### config.mk
export PLATFORM = sky130hd
export DESIGN_NAME = rc6_rot_pipe_flat
export DESIGN_NICKNAME = d
export VERILOG_FILES = /design/src/rtl/rc6_pkg.sv /design/src/rtl/rc6_rot_pipe_if.sv /design/src/rtl/rc6_rot_stage.sv /design/src/rtl/rc6_rot_pipe.sv /design/src/flat_wrapper.sv
export SDC_FILE = /design/constraint.sdc
export NUM_CORES = 1
export LEC_CHECK = 0
export CORE_ASPECT_RATIO = 0.5
export CORE_MARGIN = 2
export CORE_UTILIZATION = 45
export CTS_BUF_LIST = sky130_fd_sc_hd__clkbuf_16
export DETAILED_ROUTE_END_ITERATION = 10
export PLACE_DENSITY_LB_ADDON = 0.12
export SLEW_MARGIN = 20
export SYNTH_ARGS = -nofsm -noshare
export SYNTH_HDL_FRONTEND = slang
export SYNTH_HIERARCHICAL = 1
export SYNTH_SLANG_ARGS = --single-unit
### constraint.sdc
create_clock -name clk -period 2.3 [get_ports clk]
set_clock_uncertainty 0.15 [all_clocks]
set_input_delay 0.46 -clock clk [delete_from_list [all_inputs] [get_ports clk]]
set_output_delay 0.46 -clock clk [all_outputs]
set_load 0.01 [all_outputs]
### src/rtl/rc6_pkg.sv
// Shared constants and types for the RC6 rotate pipeline.
package rc6_pkg;

  localparam int unsigned RC6_W = 32;

  typedef logic rot_dir_t;

  localparam rot_dir_t ROT_LEFT  = 1'b0;
  localparam rot_dir_t ROT_RIGHT = 1'b1;

endpackage

### src/rtl/rc6_rot_pipe_if.sv
// Valid/ready bus for rc6_rot_pipe; tag sideband present only with RC6_ROT_TAG_EN.
interface rc6_rot_pipe_if
  import rc6_pkg::*;
#(
  parameter int unsigned W = RC6_W
`ifdef RC6_ROT_TAG_EN
  ,
  parameter int unsigned TAG_W = 8
`endif
);
  localparam int unsigned AMT_W = $clog2(W);

  logic             in_valid;
  logic             in_ready;
  rot_dir_t         in_dir;
  logic [AMT_W-1:0] in_amt;
  logic [W-1:0]     in_data;
  logic             out_valid;
  logic             out_ready;
  logic [W-1:0]     out_data;
`ifdef RC6_ROT_TAG_EN
  logic [TAG_W-1:0] tag_in;
  logic [TAG_W-1:0] tag_out;

  modport master (
    output in_valid, in_dir, in_amt, in_data, out_ready, tag_in,
    input  in_ready, out_valid, out_data, tag_out
  );
  modport slave (
    input  in_valid, in_dir, in_amt, in_data, out_ready, tag_in,
    output in_ready, out_valid, out_data, tag_out
  );
`else
  modport master (
    output in_valid, in_dir, in_amt, in_data, out_ready,
    input  in_ready, out_valid, out_data
  );
  modport slave (
    input  in_valid, in_dir, in_amt, in_data, out_ready,
    output in_ready, out_valid, out_data
  );
`endif

endinterface

### src/rtl/rc6_rot_stage.sv
// One rotator stage: conditionally rotates by the fixed SHIFT in either direction.
module rc6_rot_stage
  import rc6_pkg::*;
#(
  parameter int unsigned W     = RC6_W,
  parameter int unsigned SHIFT = 1
) (
  input  logic         en,
  input  rot_dir_t     dir,
  input  logic [W-1:0] din,
  output logic [W-1:0] dout
);

  always_comb begin
    dout = din;
    if (en) begin
      if (dir == ROT_LEFT) dout = {din[W-1-SHIFT:0], din[W-1:W-SHIFT]};
      else                 dout = {din[SHIFT-1:0], din[W-1:SHIFT]};
    end
  end

endmodule

### src/rtl/rc6_rot_pipe.sv
// Pipelined left/right barrel rotator with bubble-collapsing valid/ready handshake.
// Optional tag sideband enabled by defining RC6_ROT_TAG_EN.
module rc6_rot_pipe
  import rc6_pkg::*;
#(
  parameter int unsigned W         = RC6_W,
  parameter int unsigned REG_EVERY = 1
`ifdef RC6_ROT_TAG_EN
  ,
  parameter int unsigned TAG_W     = 8
`endif
) (
  input logic           clk,
  input logic           rst_n,
  rc6_rot_pipe_if.slave bus
);

  localparam int unsigned AMT_W = $clog2(W);
  localparam int unsigned NREG  = (AMT_W + REG_EVERY - 1) / REG_EVERY;

  logic [NREG-1:0]  v_q;
  logic [W-1:0]     d_q   [NREG];
  logic [AMT_W-1:0] a_q   [NREG];
  rot_dir_t         dir_q [NREG];
  logic [W-1:0]     d_n   [NREG];
  logic [NREG:0]    load;
`ifdef RC6_ROT_TAG_EN
  logic [TAG_W-1:0] tag_q [NREG];
`endif

  // Rotation stages; each register group starts from the previous register's contents.
  for (genvar k = 0; k < AMT_W; k++) begin : g_st
    localparam int unsigned R = k / REG_EVERY;
    logic         en;
    rot_dir_t     dir;
    logic [W-1:0] din;
    logic [W-1:0] dout;

    if (R == 0) begin : g_src_in
      assign en  = bus.in_amt[k];
      assign dir = bus.in_dir;
    end else begin : g_src_reg
      assign en  = a_q[R-1][k];
      assign dir = dir_q[R-1];
    end

    if (k % REG_EVERY != 0) begin : g_chain
      assign din = g_st[k-1].dout;
    end else if (R == 0) begin : g_head_in
      assign din = bus.in_data;
    end else begin : g_head_reg
      assign din = d_q[R-1];
    end

    rc6_rot_stage #(.W(W), .SHIFT(2 ** k)) u_stage (
      .en  (en),
      .dir (dir),
      .din (din),
      .dout(dout)
    );
  end

  for (genvar r = 0; r < NREG; r++) begin : g_reg
    localparam int unsigned LAST =
      (((r + 1) * REG_EVERY < AMT_W) ? (r + 1) * REG_EVERY : AMT_W) - 1;
    assign d_n[r] = g_st[LAST].dout;
  end

  // A stage loads when empty or when its successor loads; the tail follows out_ready.
  always_comb begin
    load       = '0;
    load[NREG] = bus.out_ready;
    for (int i = int'(NREG) - 1; i >= 0; i--) begin
      load[i] = !v_q[i] || load[i+1];
    end
  end

  always_ff @(posedge clk or negedge rst_n) begin
    if (!rst_n) begin
      v_q <= '0;
      for (int r = 0; r < int'(NREG); r++) begin
        d_q[r]   <= '0;
        a_q[r]   <= '0;
        dir_q[r] <= ROT_LEFT;
`ifdef RC6_ROT_TAG_EN
        tag_q[r] <= '0;
`endif
      end
    end else begin
      if (load[0]) begin
        v_q[0]   <= bus.in_valid;
        d_q[0]   <= d_n[0];
        a_q[0]   <= bus.in_amt;
        dir_q[0] <= bus.in_dir;
`ifdef RC6_ROT_TAG_EN
        tag_q[0] <= bus.tag_in;
`endif
      end
      for (int r = 1; r < int'(NREG); r++) begin
        if (load[r]) begin
          v_q[r]   <= v_q[r-1];
          d_q[r]   <= d_n[r];
          a_q[r]   <= a_q[r-1];
          dir_q[r] <= dir_q[r-1];
`ifdef RC6_ROT_TAG_EN
          tag_q[r] <= tag_q[r-1];
`endif
        end
      end
    end
  end

  assign bus.in_ready  = load[0];
  assign bus.out_valid = v_q[NREG-1];
  assign bus.out_data  = d_q[NREG-1];
`ifdef RC6_ROT_TAG_EN
  assign bus.tag_out   = tag_q[NREG-1];
`endif

endmodule

### src/flat_wrapper.sv
// flat-port wrapper written by rule: the top's interface ports become plain ports
module rc6_rot_pipe_flat import rc6_pkg::*;
#(
  parameter int unsigned W         = RC6_W,
  parameter int unsigned REG_EVERY = 1

)
  (clk, rst_n, bus_in_valid, bus_in_dir, bus_in_amt, bus_in_data, bus_out_ready, bus_in_ready, bus_out_valid, bus_out_data);
  rc6_rot_pipe_if #(.W(W)) bus_i ();
  input logic clk;
  input logic rst_n;
  input wire logic [$bits(bus_i.in_valid)-1:0] bus_in_valid;
  input wire logic [$bits(bus_i.in_dir)-1:0] bus_in_dir;
  input wire logic [$bits(bus_i.in_amt)-1:0] bus_in_amt;
  input wire logic [$bits(bus_i.in_data)-1:0] bus_in_data;
  input wire logic [$bits(bus_i.out_ready)-1:0] bus_out_ready;
  output wire logic [$bits(bus_i.in_ready)-1:0] bus_in_ready;
  output wire logic [$bits(bus_i.out_valid)-1:0] bus_out_valid;
  output wire logic [$bits(bus_i.out_data)-1:0] bus_out_data;
  assign bus_i.in_valid = bus_in_valid;
  assign bus_i.in_dir = bus_in_dir;
  assign bus_i.in_amt = bus_in_amt;
  assign bus_i.in_data = bus_in_data;
  assign bus_i.out_ready = bus_out_ready;
  assign bus_in_ready = bus_i.in_ready;
  assign bus_out_valid = bus_i.out_valid;
  assign bus_out_data = bus_i.out_data;
  rc6_rot_pipe #(.W(W), .REG_EVERY(REG_EVERY)) u_core (.clk(clk), .rst_n(rst_n), .bus(bus_i));
endmodule
==> results of run 1 <==
## layout make-up
cell class | count | area (um2) | area share [%]
sequential | 178 | 4460 | 38.7
timing repair buffer | 104 | 1080 | 9.43
tap | 300 | 375 | 3.26
multi-input combinational | 670 | 4940 | 42.9
clock buffer | 17 | 425 | 3.70
clock inverter | 14 | 221 | 1.93
inverter | 1 | 3.75 | 0.0326
## layer usage
metal	wire, um	GRT usage, %	vias to the layer above
met4	248	4.86	0
met3	724	4.07	13
li1	-	-	3309
met2	8370	27.0	97
met5	0	0	-
met1	11400	27.9	3148
## through the flow
step / setup WS (ns) / hold slack [ns] / total power, W / area [um2] / TNS [ns]
6_report: 0.0613 / 0.348 / 0.0126 / 11500 / 0
5_1_grt: -0.00163 / 0.372 / 0.0134 / 11500 / -0.00163
4_1_cts: 0.00188 / 0.346 / 0.0127 / 11500 / 0
3_5_place_dp: -0.322 / 0.324 / 0.00951 / 10800 / -10.11
3_3_place_gp: -0.325 / 0.318 / 0.00932 / 10800 / -9.89
2_1_floorplan: 0.316 / 0.0144 / 0.00814 / 10000 / 0
## where the power goes
part	internal, W	switching, W
Clock	0.00201	0.00116
Combinational	0.00254	0.00185
Sequential	0.00415	0.000901
Total	0.00870	0.00392
## final timing paths
check	from	endpoint	slack [ns]	cells after the start
worst max register to register	u_core/v_q[2]	u_core/g_st[2].din[16]	0.27	6
worst min register to register	u_core/v_q[0]	u_core/v_q[1]	0.35	1
max in group asynchronous	rst_n	u_core/g_st[4].din[1]	0.95	3
worst max-delay path	u_core/v_q[2]	bus_in_ready	0.06	4
min in group asynchronous	rst_n	u_core/g_st[2].din[6]	0.41	2
worst min-delay path	u_core/v_q[0]	u_core/v_q[1]	0.35	1
## sequential cells by signal, summed over array words and instances (netlist names)
name,count
u_core/a_q,10
u_core/g_st.dir,3
u_core/g_st.din,128
u_core/v_q,5
u_core/bus.out_data,32
## repair_timing
action                     CTS  global route
setup endpoints to repair    1             1
setup buffers                3             2
gates cloned                 0             0
gates resized for setup      2             1
hold buffers                 1             0
hold endpoints to repair    51             0
pin swaps                    2             1
==> results by group, run 1 <==
STA
  – Fmax: 447 MHz
  – Final Hold Fails: 0
  – Worst-Margin Slew: 0.579 ns
  – Slew Limit Headroom: 61.4%
  – Min Tclk post-route: 2.24 ns
  – Fin crit share: 97.3%
  – Final setup viols: 0
  – Slew Limit Fails: 0

Setup path
  – Critical Path AT: 1.63 ns
  – Max incr delay on CP: 0.36 ns
  – CP bufs+invs: 2
  – Crit path required time: 1.69 ns
  – Critical path, cell by cell: and4b_2 -> and3_4 -> inv_1 -> dlygate4sd2_1
  – Peak fanout along the critical path: 2
  – Crit end category: output port
  – Crit Path Class: reg -> out
  – Worst setup SP type: register
  – Slowest cell on the critical path: dfrtp_1
  – CP top delay family: simple AND/OR/NAND/NOR gates

Floorplan
  – I/O pin count: 76
  – Chip Height: 109 um
  – FP Rows: 38
  – Die area: 0.0235 mm2
  – Die width: 215 um
  – Starting Density: 46.0%
  – Core box area: 0.0217 mm2

CTS
  – Clock buffer count from CTS: 17
  – Worst-path clk slew: 0.06 ns
  – Root Buffer: clkbuf_16
  – CTS Sinks: 178
  – Clk Latency, worst-skew pair: 0.43 ns
  – Max Root-Sink Buffers: 2
  – CTS tree: built
  – Maximum level of the CTS H-tree: 4

Detailed routing
  – Iteration-0 DRC Markers: 500
  – Antenna-violating nets left: 0
  – Final wirelength: 20800 um
  – Via count: 6567
  – Drt drc: 0
  – Routed wire per std cell: 16.2 um
  – Via/cell ratio: 5.11
  – Drt first pass iters: 5

Finish
  – Layout cells sized above 1: 23.7%
  – Area Overhead vs Synth: 15.0%
  – Post-Layout Cell Count: 1284
  – Final core utilization: 52.9%
  – Antenna diodes: 0
  – Fin nets: 1014
  – Most frequent cells in the layout: dfrtp_1 (177), mux2_2 (132), mux2i_1 (128), nor2_1 (128), a21oi_1 (128)
  – Commonest non-fill, non-tap cell in the layout: dfrtp_1
  – Fillers: 1954

Placed design
  – Final RePlAce weighted congestion: 0.766
  – Inst Count DP: 1247
  – PortBufs: 75
  – HPWL Detailed: 15000 um

Run status
  – Status: finished, final reports clean

Job
  – Max-capacitance violation count: 0

Logic synthesis
  – Synth Warn #: 6
  – Synthesized cell area: 0.0100 mm2
  – Synth Instances: 918
  – Average cell area after synthesis: 10.9 um2
  – Syn_nets: 960

Worst hold path
  – Worst Hold Class: reg -> reg

Power and ir drop
  – PwrDens: 1100 mW/mm2
  – Max rail drop VDD: 0.000438 V
  – Lkg Pwr: 5.08 nW

GRT
  – Largest net degree at the start of global routing: 66
  – Number of global-route vias before repair: 6304
  – Total track usage: 18.6%
  – GRT overflow: 0
  – First-pass GRT wire length: 34100 um
  – Initial antenna violation count: 0
No activity file was read; power rests on OpenSTA's default activity.
==> run 2: changes to the inputs <==
- PLACE_DENSITY: not set -> 0.67
- PLACE_DENSITY_LB_ADDON: 0.12 -> not set
==> results by group, run 2 (same netlist as run 1, synthesis figures left out) <==
Run status
  – Status: finished, final reports clean (unchanged)

Placed design
  – Final RePlAce weighted congestion: 0.774 (was 0.766)
  – PortBufs: 75 (unchanged)
  – HPWL Detailed: 14800 um (was 15000 um)
  – Worst slack, placed: -0.310 ns (was -0.322 ns)
  – Inst Count DP: 1247 (unchanged)

CTS
  – CTS tree: built (unchanged)
  – Root Buffer: clkbuf_16 (unchanged)
  – Max Root-Sink Buffers: 2 (unchanged)
  – Clock buffer count from CTS: 17 (unchanged)
  – CTS Sinks: 178 (unchanged)
  – Worst-path clk slew: 0.07 ns (was 0.06 ns)
  – Clk Latency, worst-skew pair: 0.43 ns (about the same)
  – Maximum level of the CTS H-tree: 4 (unchanged)

Job
  – Max-capacitance violation count: 0 (unchanged)

GRT
  – First-pass GRT wire length: 34000 um (was 34100 um)
  – Total track usage: 18.2% (was 18.6%)
  – Met1 usage: 27.3% (was 27.9%)
  – Met3 Use GR: 4.01% (was 4.07%)
  – GR peak layer: met1 (unchanged)
  – Initial antenna violation count: 0 (unchanged)
  – Largest net degree at the start of global routing: 66 (unchanged)
  – Number of global-route vias before repair: 6278 (was 6304)
  – GRT overflow: 0 (unchanged)
  – GR Util met2: 26.4% (was 27.0%)

Finish
  – Max reg flops: 128 (unchanged)
  – Area Overhead vs Synth: 14.5% (was 15.0%)
  – Fin nets: 1012 (was 1014)
  – Post-Layout Cell Count: 1283 (was 1284)
  – Commonest non-fill, non-tap cell in the layout: dfrtp_1 (unchanged)
  – Layout cells sized above 1: 23.8% (was 23.7%)
  – Most frequent cells in the layout: dfrtp_1 (177), mux2_2 (132), mux2i_1 (128), nor2_1 (128), a21oi_1 (128) (unchanged)
  – Antenna diodes: 0 (unchanged)

Power and ir drop
  – Lkg Pwr: 5.03 nW (was 5.08 nW)
  – Max rail drop VDD: 0.000510 V (was 0.000438 V)
  – PwrDens: 1080 mW/mm2 (was 1100 mW/mm2)

Setup path
  – Critical Path AT: 1.60 ns (was 1.63 ns)
  – Crit Path Class: reg -> out (unchanged)
  – Worst setup SP type: register (unchanged)
  – FF-to-FF Start: u_core/v_q[4] (was u_core/v_q[2])
  – Launch point of the worst path: u_core/v_q[4] (was u_core/v_q[2])
  – Crit end category: output port (unchanged)
  – Peak fanout along the critical path: 2 (unchanged)
  – Crit path required time: 1.69 ns (about the same)

STA
  – Final setup viols: 0 (unchanged)
  – Fmax: 453 MHz (was 447 MHz)
  – Slew Limit Headroom: 62.6% (was 61.4%)
  – Slew Limit Fails: 0 (unchanged)
  – Final Hold Fails: 0 (unchanged)
  – Post-route setup slack: 0.0906 ns (was 0.0613 ns)
  – Fin crit share: 96.1% (was 97.3%)
  – WHS: 0.336 ns (was 0.348 ns)
  – Worst-Margin Slew: 0.561 ns (was 0.579 ns)
  – Min Tclk post-route: 2.21 ns (was 2.24 ns)
  – RSZ-0062 raised after global routing: no

Floorplan
  – FP Rows: 38 (unchanged)
  – Chip Height: 109 um (unchanged)
  – I/O pin count: 76 (unchanged)
  – Core box area: 0.0217 mm2 (unchanged)
  – Starting Density: 46.0% (unchanged)
  – Die width: 215 um (unchanged)
  – Die area: 0.0235 mm2 (unchanged)

Detailed routing
  – Final wirelength: 20300 um (was 20800 um)
  – Antenna-violating nets left: 0 (unchanged)
  – Iteration-0 DRC Markers: 396 (was 500)
  – Via count: 6643 (was 6567)
  – Drt first pass iters: 6 (was 5)
  – Routed wire per std cell: 15.8 um (was 16.2 um)
  – Drt drc: 0 (unchanged)
  – Via/cell ratio: 5.18 (was 5.11)

Worst hold path
  – Min-Delay Startpoint: u_core/a_q[14] (was u_core/v_q[0])
  – Worst Hold Class: reg -> reg (unchanged)
-- run 2: cell types whose count changed in the layout (fill, tap and decap cells not counted) --
cell        change
buf_4           -3
inv_1           -3
and4b_2         -1
inv_8           +3
bufinv_16       -4
buf_12          +1
and4b_1         +1
clkinvlp_4      +3
clkinv_2        -2
inv_6           +4
-- run 2: timing repair --
action,CTS,global route
resized for setup,2,0
hold endpoints to repair,43,0
setup buffers,1,2
hold buffers,1,0
pin swaps,1,1
setup endpoints to repair,1,1
-- run 2: metrics by stage --
step	power [W]	area [um2]	TNS [ns]	util [%]
6_report	0.0124	11400	0	52.7
5_1_grt	0.0131	11400	0	52.7
4_1_cts	0.0125	11400	0	52.6
3_5_place_dp	0.00949	10800	-9.71	49.8
3_3_place_gp	0.00930	10800	-7.42	49.8
2_1_floorplan	0.00814	10000	0	-
-- run 2: final cells by class --
type / count / area (um2)
clock buffer: 17 / 425
multi-input combinational: 670 / 4930
timing repair buffer: 102 / 1080
clock inverter: 15 / 171
inverter: 1 / 3.75
fill: 1933 / 10300
tap: 300 / 375
sequential: 178 / 4460
-- run 2: path summary, 6_finish.rpt --
kind	endpoint	slack [ns]	depth (start not counted)
setup / recovery	bus_in_ready	0.09	4
hold / removal	u_core/a_q[14]	0.34	2
setup reg to reg	u_core/g_st[2].din[28]	0.43	5
hold reg to reg	u_core/a_q[14]	0.34	2
max in group asynchronous	u_core/g_st[4].din[30]	0.92	3
min in group asynchronous	u_core/g_st[1].din[12]	0.40	2
-- run 2: routing by layer --
| layer | vias up | part of all wire [%] |
|---|---|---|
| li1 | 3305 | - |
| met1 | 3204 | 53 |
| met2 | 117 | 41 |
| met3 | 17 | 4.1 |
| met4 | 0 | 1.2 |
| met5 | - | 0 |
-- run 2: critical path, stage by stage (launching register included) --
cell,delay (ns)
dfrtp_1,0.35
and4b_1,0.25
and3_4,0.24
inv_1,0.05
dlygate4sd2_1,0.28
-- run 2: power breakdown --
| part | switching [W] | internal, W |
|---|---|---|
| combinational | 0.00182 | 0.00253 |
| clock | 0.00130 | 0.00163 |
| sequential | 0.000923 | 0.00415 |
==> run 3: changes to the inputs <==
- SKIP_LAST_GASP: not set -> 1
==> results of run 3 <==
Final layout, timing and power as in run 2 (identical DEF).
